File: src/rtl/coproc_issue_ctrl.sv
// Issue controller that sequences one request at a time through a fixed-latency comp_unit.
// Optional build macro CU_ILLEGAL_OP_EN: illegal ops skip the comp_unit and answer with rsp_err.
module coproc_issue_ctrl #(
    parameter int LATENCY = 2
) (
    input  logic        clk,
    input  logic        rst,
    input  logic        req_valid,
    output logic        req_ready,
    input  logic [3:0]  req_op,
    input  logic [31:0] req_rs1,
    input  logic [31:0] req_rs2,
    input  logic [15:0] req_imm,
    input  logic [3:0]  req_tag,
    output logic [3:0]  cu_operation,
    output logic [31:0] cu_rs1,
    output logic [31:0] cu_rs2,
    output logic [15:0] cu_immediate,
    input  logic [31:0] cu_out,
    output logic        rsp_valid,
    input  logic        rsp_ready,
    output logic [31:0] rsp_data,
    output logic [3:0]  rsp_tag,
    output logic        rsp_err,
    output logic [15:0] done_count
);

    typedef enum logic [1:0] {IDLE, EXEC, RESP} state_t;

    localparam logic [3:0] CNT_INIT = 4'(LATENCY - 1);

    state_t      state;
    state_t      state_nxt;
    logic [3:0]  op_q;
    logic [31:0] rs1_q;
    logic [31:0] rs2_q;
    logic [15:0] imm_q;
    logic [3:0]  tag_q;
    logic [3:0]  cnt_q;
    logic        accept;
    logic        rsp_done;
    logic        illegal_req;

`ifdef CU_ILLEGAL_OP_EN
    logic err_q;

    function automatic logic is_illegal(input logic [3:0] op);
        return (op == 4'h0) || (op > 4'hA);
    endfunction

    assign illegal_req = is_illegal(req_op);
    assign rsp_err     = err_q;
`else
    assign illegal_req = 1'b0;
    assign rsp_err     = 1'b0;
`endif

    // req_ready is also held low while reset is asserted so every output reads zero then.
    assign req_ready = (state == IDLE) && !rst;
    assign accept    = req_valid && req_ready;
    assign rsp_done  = (state == RESP) && rsp_ready;
    assign rsp_tag   = tag_q;

    always_ff @(posedge clk or posedge rst) begin
        if (rst) begin
            state <= IDLE;
        end else begin
            state <= state_nxt;
        end
    end

    always_comb begin
        state_nxt    = state;
        rsp_valid    = 1'b0;
        cu_operation = 4'h0;
        cu_rs1       = 32'h0;
        cu_rs2       = 32'h0;
        cu_immediate = 16'h0;
        case (state)
            IDLE: begin
                if (accept) begin
                    state_nxt = illegal_req ? RESP : EXEC;
                end
            end
            EXEC: begin
                cu_operation = op_q;
                cu_rs1       = rs1_q;
                cu_rs2       = rs2_q;
                cu_immediate = imm_q;
                if (cnt_q == 4'h0) begin
                    state_nxt = RESP;
                end
            end
            RESP: begin
                rsp_valid = 1'b1;
                if (rsp_ready) begin
                    state_nxt = IDLE;
                end
            end
            default: state_nxt = IDLE;
        endcase
    end

    // Operand capture, latency countdown, result capture and completion count.
    always_ff @(posedge clk or posedge rst) begin
        if (rst) begin
            op_q       <= 4'h0;
            rs1_q      <= 32'h0;
            rs2_q      <= 32'h0;
            imm_q      <= 16'h0;
            tag_q      <= 4'h0;
            cnt_q      <= 4'h0;
            rsp_data   <= 32'h0;
            done_count <= 16'h0;
`ifdef CU_ILLEGAL_OP_EN
            err_q      <= 1'b0;
`endif
        end else begin
            if (accept) begin
                op_q  <= req_op;
                rs1_q <= req_rs1;
                rs2_q <= req_rs2;
                imm_q <= req_imm;
                tag_q <= req_tag;
                cnt_q <= CNT_INIT;
`ifdef CU_ILLEGAL_OP_EN
                err_q <= illegal_req;
                if (illegal_req) begin
                    rsp_data <= 32'h0;
                end
`endif
            end else if (state == EXEC) begin
                if (cnt_q == 4'h0) begin
                    rsp_data <= cu_out;
                end else begin
                    cnt_q <= cnt_q - 4'h1;
                end
            end
            if (rsp_done) begin
                done_count <= done_count + 16'h1;
            end
        end
    end

endmodule

File: config.mk
export PLATFORM = sky130hd
export DESIGN_NAME = coproc_issue_ctrl
export DESIGN_NICKNAME = d
export VERILOG_FILES = /design/src/rtl/coproc_issue_ctrl.sv
export SDC_FILE = /design/constraint.sdc
export NUM_CORES = 1
export LEC_CHECK = 0
export CAP_MARGIN = 5
export CORE_UTILIZATION = 43
export DETAILED_ROUTE_END_ITERATION = 10
export PLACE_DENSITY_LB_ADDON = 0.08
export SETUP_SLACK_MARGIN = 0.05
export SYNTH_ARGS = -nofsm -noshare
export SYNTH_HDL_FRONTEND = slang
export SYNTH_SLANG_ARGS = --single-unit
File: constraint.sdc
create_clock -name clk -period 6.25 [get_ports clk]
set_input_delay 0.9375 -clock clk [delete_from_list [all_inputs] [get_ports clk]]
set_output_delay 0.9375 -clock clk [all_outputs]
set_load 0.02 [all_outputs]
==> qor.txt, run 1 <==
Die H -> 123 µm
Ys flop type -> dfrtp_1
Leakage -> 0.00416 µW
Vias per cell -> 4.73
Nets -> 825
Critical path peak fanout -> 88
CTS buffer count -> 17
WS Path Type -> register to output pin
Final Cell Area -> 9660 µm²
First DRT Iteration DRCs -> 147
Avg Inst Size Synth -> 14.4 µm²
Met2 GRT Util -> 31.1%
RSZ-0062 raised after global routing -> no
Core Region -> 14,500 µm²
Ports -> 263
CTS root buf -> clkbuf_16
Status -> completed
Setup_tns -> 0 ps
Slowest stage cell, crit path -> clkdlybuf4s50_1
Slew @ Worst Pin -> 763 ps
Die area -> 15,200 µm²
Clock transition at path regs -> 60 ps
Relative slew slack -> 49.1%
Synth area leader -> dfrtp_1
Cell variety after synth -> 33
Antenna Cells -> 0
Fillers -> 1,090
Layout area overhead -> 52.4%
Crit-path cells -> nor2b_4 -> buf_4 -> and2_1 -> clkdlybuf4s50_1
Final WL -> 14.6 mm
Mapped cell area -> 6340 µm²
Initial antenna violation count -> 0
Number of synthesized register bits -> 142
Ys Warns -> 0
Pin count of the biggest net entering global routing -> 89
Min-Delay Path Class -> register to register
Async SR Flop Fraction -> 100%
Worst path max stage delay -> 640 ps
Worst Skew -> 8.51 ps
HPWL after detailed placement -> 10.1 mm
Final Hold Violating Endpoints -> 0
Fin util -> 66.7%
Post-DRT Antenna Nets -> 0
Fin. max-slew vios -> 0
GR Util met1 -> 22.8%
# hold bufs at CTS -> 0
Number of global-route vias before repair -> 4,330
Starting Density -> 43.8%
Post-synth EDFFs -> 0
Via Count -> 4,233
Post-route DRC -> 0
Post_cts resized -> 0
Share of layout cells above drive strength 1 -> 23.2%
CTS sink cnt -> 142
WP buf/inv -> 2
Wire length per cell -> 16.3 µm
Seq/Total Area, Yosys -> 56.0%
Fmax achieved -> 295 MHz
Total power draw -> 5210 µW
First-pass GRT wire length -> 22.1 mm
Post-route minimum period -> 3390 ps
Data required, critical path -> 5310 ps
Setup Buffers After CTS -> 0
Crit. End Element -> output pin
Startpoint Class -> register
Post-Syn Instances -> 439
CP Data Arrival Time -> 2460 ps
VDD IR-drop max -> 0.272 mV
Core Rows -> 44
Total GRT Usage -> 19.3%
Top Family by Delay on Critical Path -> buffers and inverters
Gr ovfl total -> 0
PD cells -> 539 nW/µm²
First-pass DRT Iterations -> 6
Die Wd -> 123 µm
Ratio of final minimum period to clock period -> 54.3%
Synth area leaders -> dfrtp_1 (56%), mux2_2 (13%), mux2_4 (11%), and2_1 (8.3%), buf_8 (2.4%)
# port buffers -> 261
# H-tree levels -> 4
Clock Latency Late Sink -> 410 ps
Syn Nets -> 566
Clock buffer depth -> 2
CTS tree -> yes
GP Congestion -> 0.748
Dpl cell area -> 8980 µm²
Final setup fails -> 0
GR met3 Demand/Resource -> 7.93%
Synth top area share -> 56.0%
Most Crowded Layer GR -> met2
Max Cap Viol -> 0
per-stage QoR:
| stage | cells | setup WS [ps] | hold WS [ps] |
|---|---|---|---|
| 2_1_floorplan | 439 | 1500 | 472 |
| 3_3_place_gp | 863 | 2820 | 460 |
| 3_5_place_dp | 863 | 2780 | 468 |
| 4_1_cts | 894 | 2780 | 477 |
| 5_1_grt | 894 | 2700 | 492 |
| 6_report | 894 | 2860 | 469 |
layer usage:
| metal | vias to the layer above | part of all wire (%) |
|---|---|---|
| li1 | 1994 | - |
| met1 | 2066 | 41 |
| met2 | 156 | 49 |
| met3 | 17 | 8.5 |
| met4 | 0 | 1.7 |
| met5 | - | 0 |
final timing paths:
| kind | slack, ps | cells after the start | to | from |
|---|---|---|---|---|
| worst max register to register | 3780 | 4 | rsp_data[15] | state[1] |
| worst min register to register | 470 | 1 | done_count[15] | done_count[15] |
| min in group asynchronous | 1100 | 2 | done_count[15] | rst |
| worst max-delay path | 2860 | 4 | cu_rs1[18] | state[1] |
| max in group asynchronous | 3870 | 3 | state[1] | rst |
| worst min-delay path | 470 | 1 | done_count[15] | done_count[15] |
final cells by class:
type	count	area (µm²)	area share, %
Clock buffer	21	470	4.87
Clock inverter	10	209	2.16
Multi-Input combinational cell	269	2540	26.3
Timing Repair Buffer	264	2640	27.3
Inverter	4	20.0	0.207
Tap cell	184	230	2.38
Sequential cell	142	3550	36.8
state kept, by name (all words and copies together) (netlist names):
register and cells:
rsp_data 32, rs2_q 32, op_q 4, cnt_q 4, rsp_tag 4, rs1_q 32
imm_q 16, state 2, done_count 16
cell usage after synthesis, types with 2 or more instances:
cell type / number
buf_6: 3
nor2_1: 5
xnor2_1: 11
ha_1: 3
nand3_1: 10
nand2_1: 9
xor2_1: 6
buf_8: 10
dfrtp_1: 142
clkbuf_1: 8
buf_4: 2
mux2_4: 47
mux2_2: 75
nor3_1: 2
and3_1: 2
and2_1: 84
inv_1: 4
worst register-to-register path: stages (launching register included):
cell and delay [ps]:
dfrtp_1 460, nor2b_4 130, buf_4 580, nand3_4 660, mux2_4 530
placed cells by master (no fill, tap or decap), drive strengths merged, types with 2 or more instances in the layout:
master,synthesis,layout
clkdlybuf4s50,0,261
dfrtp,142,142
bufinv,0,6
nand3,11,11
and2,85,85
and3,2,2
ha,3,3
nor2,5,5
mux2,122,122
clkbuf,8,21
xnor2,11,11
inv,4,4
xor2,6,6
nand2,9,9
clkinv,0,2
nor3,3,3
nor4,2,2
buf,16,3
clkinvlp,0,2
kinds of logic (layout without fill, tap and decap cells):
kind of cell | count (synthesis) | count (layout) | synth area share, %
fa+ha+maj | 3 | 3 | 0.592
simple gates | 124 | 124 | 12.4
mux | 122 | 122 | 24.5
compound gates | 2 | 2 | 0.178
flops | 142 | 142 | 56.0
xor+xnor | 17 | 17 | 2.35
other cells | 1 | 1 | 0.0591
buf+inv | 28 | 299 | 3.93
where the power goes:
part | leakage, µW | internal (µW) | total (µW) | switching [µW]
Combinational | 0.00213 | 1380 | 2490 | 1110
Clock | 0.000325 | 779 | 1160 | 378
Sequential | 0.00171 | 1350 | 1570 | 221
Total | 0.00416 | 3500 | 5210 | 1710
(Power assumes the default switching activity.)
==> inputs of run 2 (changes only) <==
==> constraint.sdc (replaced) <==
create_clock -name clk -period 3.38 [get_ports clk]
set_input_delay 0.507 -clock clk [delete_from_list [all_inputs] [get_ports clk]]
set_output_delay 0.507 -clock clk [all_outputs]
set_load 0.02 [all_outputs]
==> qor.txt, run 2 (synthesis results as in run 1) <==
Status -> completed
Total power draw -> 9300 µW (+78%)
Critical path peak fanout -> 88 (unchanged)
Min-Delay Path Class -> register to register
Crit. End Element -> output pin
Setup_tns -> 0 ps (unchanged)
Leakage -> 0.00413 µW (-0.84%)
Hold slack -> 483 ps (+13.6 ps)
VDD IR-drop max -> 0.492 mV (+81%)
Largest registers -> rs1_q: 32 flops, rs2_q: 32 flops, rsp_data: 32 flops
Clock buffer depth -> 2 (unchanged)
Final WL -> 14.8 mm (+1.5%)
Slew @ Worst Pin -> 712 ps (-51.0 ps)
Critical path origin -> state[1]
Vias per cell -> 4.81 (+1.5%)
WS Path Type -> register to output pin
Crit-path cells -> nor2b_4 -> buf_12 -> and2_1 -> clkdlybuf4s50_1
Gr ovfl total -> 0 (unchanged)
CTS root buf -> clkbuf_16
Reg2reg setup slack -> 1280 ps (-2500 ps)
Worst path max stage delay -> 640 ps (about the same)
Die area -> 15,200 µm² (unchanged)
Fmax achieved -> 375 MHz
Number of global-route vias before repair -> 4,525 (+4.5%)
First-pass DRT Iterations -> 4 (-2)
Most frequent cells in the layout -> clkdlybuf4s50_1 (261), dfrtp_1 (142), and2_1 (84)
Slowest stage cell, crit path -> clkdlybuf4s50_1
Max Cap Viol -> 0 (unchanged)
Setup Buffers After CTS -> 0 (unchanged)
First DRT Iteration DRCs -> 163 (+11%)
Clock transition at path regs -> 60 ps (about the same)
Post_cts resized -> 0 (unchanged)
Ports -> 263 (unchanged)
Die Wd -> 123 µm (unchanged)
Core Region -> 14,500 µm² (unchanged)
Final Hold Violating Endpoints -> 0 (unchanged)
Pin count of the biggest net entering global routing -> 89 (unchanged)
# hold bufs at CTS -> 0 (unchanged)
HPWL after detailed placement -> 10.5 mm (+4.5%)
WP buf/inv -> 2 (unchanged)
CP Data Arrival Time -> 2160 ps (-300 ps)
Post-DRT Antenna Nets -> 0 (unchanged)
Die H -> 123 µm (unchanged)
R2r startpoint -> state[1]
Data required, critical path -> 2870 ps (-2440 ps)
# H-tree levels -> 4 (unchanged)
Post-route DRC -> 0 (unchanged)
Top Family by Delay on Critical Path -> buffers and inverters
RSZ-0062 raised after global routing -> no
Starting Density -> 43.8% (unchanged)
Final setup fails -> 0 (unchanged)
Layout area overhead -> 51.5%
Core Rows -> 44 (unchanged)
PD cells -> 968 nW/µm² (+80%)
Clock Latency Late Sink -> 420 ps (about the same)
Ratio of final minimum period to clock period -> 79.0%
Wire length per cell -> 16.5 µm (+1.1%)
Fin. max-slew vios -> 0 (unchanged)
Nets -> 828 (+0.36%)
Worst Skew -> 7.27 ps (-1.24 ps)
CTS tree -> yes
Antenna Cells -> 0 (unchanged)
First-pass GRT wire length -> 22.9 mm (+3.3%)
GP Congestion -> 0.737 (-1.4%)
CTS sink cnt -> 142 (unchanged)
CTS buffer count -> 17 (unchanged)
Share of layout cells above drive strength 1 -> 23.8% (+0.57 points)
Total GRT Usage -> 20.0% (+0.72 points)
Startpoint Class -> register
Relative slew slack -> 52.4% (+3.3 points)
Initial antenna violation count -> 0 (unchanged)
Most common cell after layout, fill and taps aside -> clkdlybuf4s50_1
Post-route minimum period -> 2670 ps
Worst Hold Launch -> done_count[15]
Via Count -> 4,317 (+2.0%)
# port buffers -> 261 (unchanged)
==> run 2: cell count changes in the layout (fill, tap and decap cells not counted), sizes merged <==
cell | previous run | this run
bufinv | 6 | 1
clkinvlp | 2 | 5
clkbuf | 21 | 18
buf | 3 | 6
clkinv | 2 | 8
==> run 2: worst register-to-register path, stage by stage (launching register included) <==
cell     delay (ps)
dfrtp_1         450
nor2b_4         160
buf_12          300
nand3_4         550
mux2_4          530
==> run 2: metrics by stage <==
stage | setup WS (ps) | utilization (%) | cell area (µm²) | cells
detailed placement | 873 | 62.5 | 9040 | 866
global route | 586 | 66.3 | 9600 | 898
floorplan | 1100 | - | 6340 | 439
global placement | 949 | 62.5 | 9040 | 866
CTS | 679 | 66.3 | 9600 | 898
finish | 711 | 66.3 | 9600 | 898
==> run 2: cell type report <==
| type | instances | area (µm²) |
|---|---|---|
| Fill cell | 1099 | 4880 |
| Sequential cell | 142 | 3550 |
| Timing Repair Buffer | 267 | 2700 |
| Multi-Input combinational cell | 269 | 2540 |
| Clock buffer | 18 | 439 |
| Tap cell | 184 | 230 |
| Clock inverter | 14 | 120 |
| Inverter | 4 | 18.8 |
==> run 2: worst paths after layout <==
| check | end | cells past startpoint |
|---|---|---|
| max | cu_rs1[0] | 4 |
| min | done_count[15] | 1 |
| max reg2reg | rsp_data[12] | 4 |
| min reg2reg | done_count[15] | 1 |
| max in group asynchronous | rs2_q[5] | 3 |
| min in group asynchronous | rsp_tag[3] | 2 |
==> run 2: metal layers <==
layer	global-route usage, %	part of all wire (%)
met4	9.34	2.7
met2	33.0	49
met1	23.7	40
met3	6.50	7.6
met5	0	0
==> run 2: where the power goes <==
part | internal [µW] | leakage [µW] | switching [µW]
clock network | 1030 | 0.000268 | 715
registers | 2490 | 0.00171 | 414
logic | 2580 | 0.00215 | 2070
==> inputs of run 3 (changes only) <==
==> constraint.sdc (replaced) <==
create_clock -name clk -period 2.47 [get_ports clk]
set_input_delay 0.3705 -clock clk [delete_from_list [all_inputs] [get_ports clk]]
set_output_delay 0.3705 -clock clk [all_outputs]
set_load 0.02 [all_outputs]
==> qor.txt, run 3 (synthesis results as in run 1) <==
Gr ovfl total -> 0 (unchanged)
Vias per cell -> 4.74 (-1.4%)
Crit-path cells -> nor2b_4 -> buf_12 -> and2_1 -> dlygate4sd2_1
Critical path depth -> 4 (unchanged)
Final WL -> 15.0 mm (+1.2%)
Fmax achieved -> 441 MHz
Placed Cells -> 866 (unchanged)
Layout area overhead -> 51.6%
CP Data Arrival Time -> 1900 ps (-260 ps)
Ports -> 263 (unchanged)
Leakage -> 0.00449 µW (+8.7%)
Crit. End Element -> output pin
Clock share of power -> 21.9% (+3.2 points)
CTS sink cnt -> 142 (unchanged)
RSZ-0062 raised after global routing -> no
Post-route DRC -> 0 (unchanged)
Via Count -> 4,255 (-1.4%)
Sequential Power Share -> 31.8% (+0.5 points)
Status -> completed
CTS tree -> yes
Nets -> 828 (unchanged)
Setup_tns -> 0 ps (unchanged)
Slew @ Worst Pin -> 635 ps (-77.5 ps)
WP buf/inv -> 2 (unchanged)
Ratio of final minimum period to clock period -> 91.8%
Core Rows -> 44 (unchanged)
WS Path Type -> register to output pin
Startpoint Class -> register
GP Congestion -> 0.785 (+6.5%)
Hold path cells -> 1 (unchanged)
First-pass GRT wire length -> 22.7 mm (-0.57%)
Worst Skew -> 8.61 ps (+1.34 ps)
Fin. max-slew vios -> 0 (unchanged)
Share of layout cells above drive strength 1 -> 23.5% (-0.28 points)
Final Hold Violating Endpoints -> 0 (unchanged)
PD cells -> 1310 nW/µm² (+36%)
Post-route minimum period -> 2270 ps
Largest registers -> rs1_q: 32 flops, rs2_q: 32 flops, rsp_data: 32 flops
Most frequent cells in the layout -> clkdlybuf4s50_1 (177), dfrtp_1 (142), and2_1 (84), dlygate4sd2_1 (84), mux2_2 (75)
HPWL after detailed placement -> 10.5 mm (+0.23%)
Sw power -> 4330 µW (+35%)
Core Region -> 14,500 µm² (unchanged)
Most common cell after layout, fill and taps aside -> clkdlybuf4s50_1
Min-Delay Path Class -> register to register
Die Wd -> 123 µm (unchanged)
Wire length per cell -> 16.7 µm (+1.2%)
Max Cap Viol -> 0 (unchanged)
Total GRT Usage -> 20.0% (about the same)
Clock Latency Late Sink -> 420 ps (about the same)
Starting Density -> 43.8% (unchanged)
CTS buffer count -> 17 (unchanged)
Post-DRT Antenna Nets -> 0 (unchanged)
# H-tree levels -> 4 (unchanged)
Antenna Cells -> 0 (unchanged)
Critical path peak fanout -> 88 (unchanged)
Internal power -> 8280 µW (+36%)
Clock transition at path regs -> 60 ps (about the same)
Die H -> 123 µm (unchanged)
Clock buffer depth -> 2 (unchanged)
VDD IR-drop max -> 0.630 mV (+28%)
First DRT Iteration DRCs -> 148 (-9.2%)
Number of global-route vias before repair -> 4,472 (-1.2%)
Number of standard cells in the layout, taps in and fillers out -> 898 (unchanged)
Worst path max stage delay -> 450 ps (-190 ps)
Final setup fails -> 0 (unchanged)
R2R cell count -> 4 (unchanged)
Comb power frac -> 46.3% (-3.7 points)
Data required, critical path -> 2100 ps (-770 ps)
# port buffers -> 261 (unchanged)
# hold bufs at CTS -> 0 (unchanged)
Pin count of the biggest net entering global routing -> 89 (unchanged)
CTS root buf -> clkbuf_16
Relative slew slack -> 57.7% (+5.3 points)
Switching share of power -> 34.3% (-0.070 points)
Slowest stage cell, crit path -> dfrtp_1
Initial antenna violation count -> 0 (unchanged)
First-pass DRT Iterations -> 6 (+2)
Top Family by Delay on Critical Path -> buffers and inverters
Die area -> 15,200 µm² (unchanged)
[run 3: final cells by class]
type                       instances  area [µm²]
timing repair buffer             267        2630
multi-input combinational        269        2540
fill                            1109        4870
clock inverter                    12         191
sequential                       142        3550
clock buffer                      20         447
inverter                           4        18.8
tap                              184         230
[run 3: final timing paths]
| check | startpoint | to | slack [ps] |
|---|---|---|---|
| setup / recovery | state[1] | cu_immediate[4] | 200 |
| hold / removal | done_count[15] | done_count[15] | 460 |
| setup reg to reg | state[1] | rsp_data[1] | 430 |
| hold reg to reg | done_count[15] | done_count[15] | 460 |
| max in group asynchronous | rst | imm_q[3] | 1590 |
| min in group asynchronous | rst | rsp_data[1] | 510 |
[run 3: per-stage QoR]
stage	hold slack, ps	cell area [µm²]	utilization (%)	worst slack (ps)	total power [µW]
floorplan	472	6340	-	322	7700
global placement	460	9080	62.7	402	10300
detailed placement	466	9080	62.7	355	10400
CTS	474	9610	66.4	186	12800
global route	504	9610	66.4	108	13300
finish	464	9610	66.4	202	12600
[run 3: timing repair]
item / in CTS / in global routing
setup buffers: 0 / 0
resized for setup: 84 / 0
setup endpoints to repair: 84 / 0
[run 3: layer usage]
metal / vias up / share of wire, % / track usage, %
met5: - / 0 / 0
met4: 0 / 1.2 / 7.76
met3: 16 / 8.7 / 7.47
met2: 154 / 50 / 33.8
met1: 2095 / 40 / 22.9
li1: 1990 / - / -
[run 3: power by group through the flow]
stage | Combinational [µW] | Clock [µW] | Sequential [µW]
3_5_place_dp | 6400 | 0 | 4040
3_3_place_gp | 6320 | 0 | 3980
4_1_cts | 5930 | 2830 | 4020
6_report | 5840 | 2770 | 4010
2_1_floorplan | 3450 | 0 | 4260
5_1_grt | 6240 | 2930 | 4140
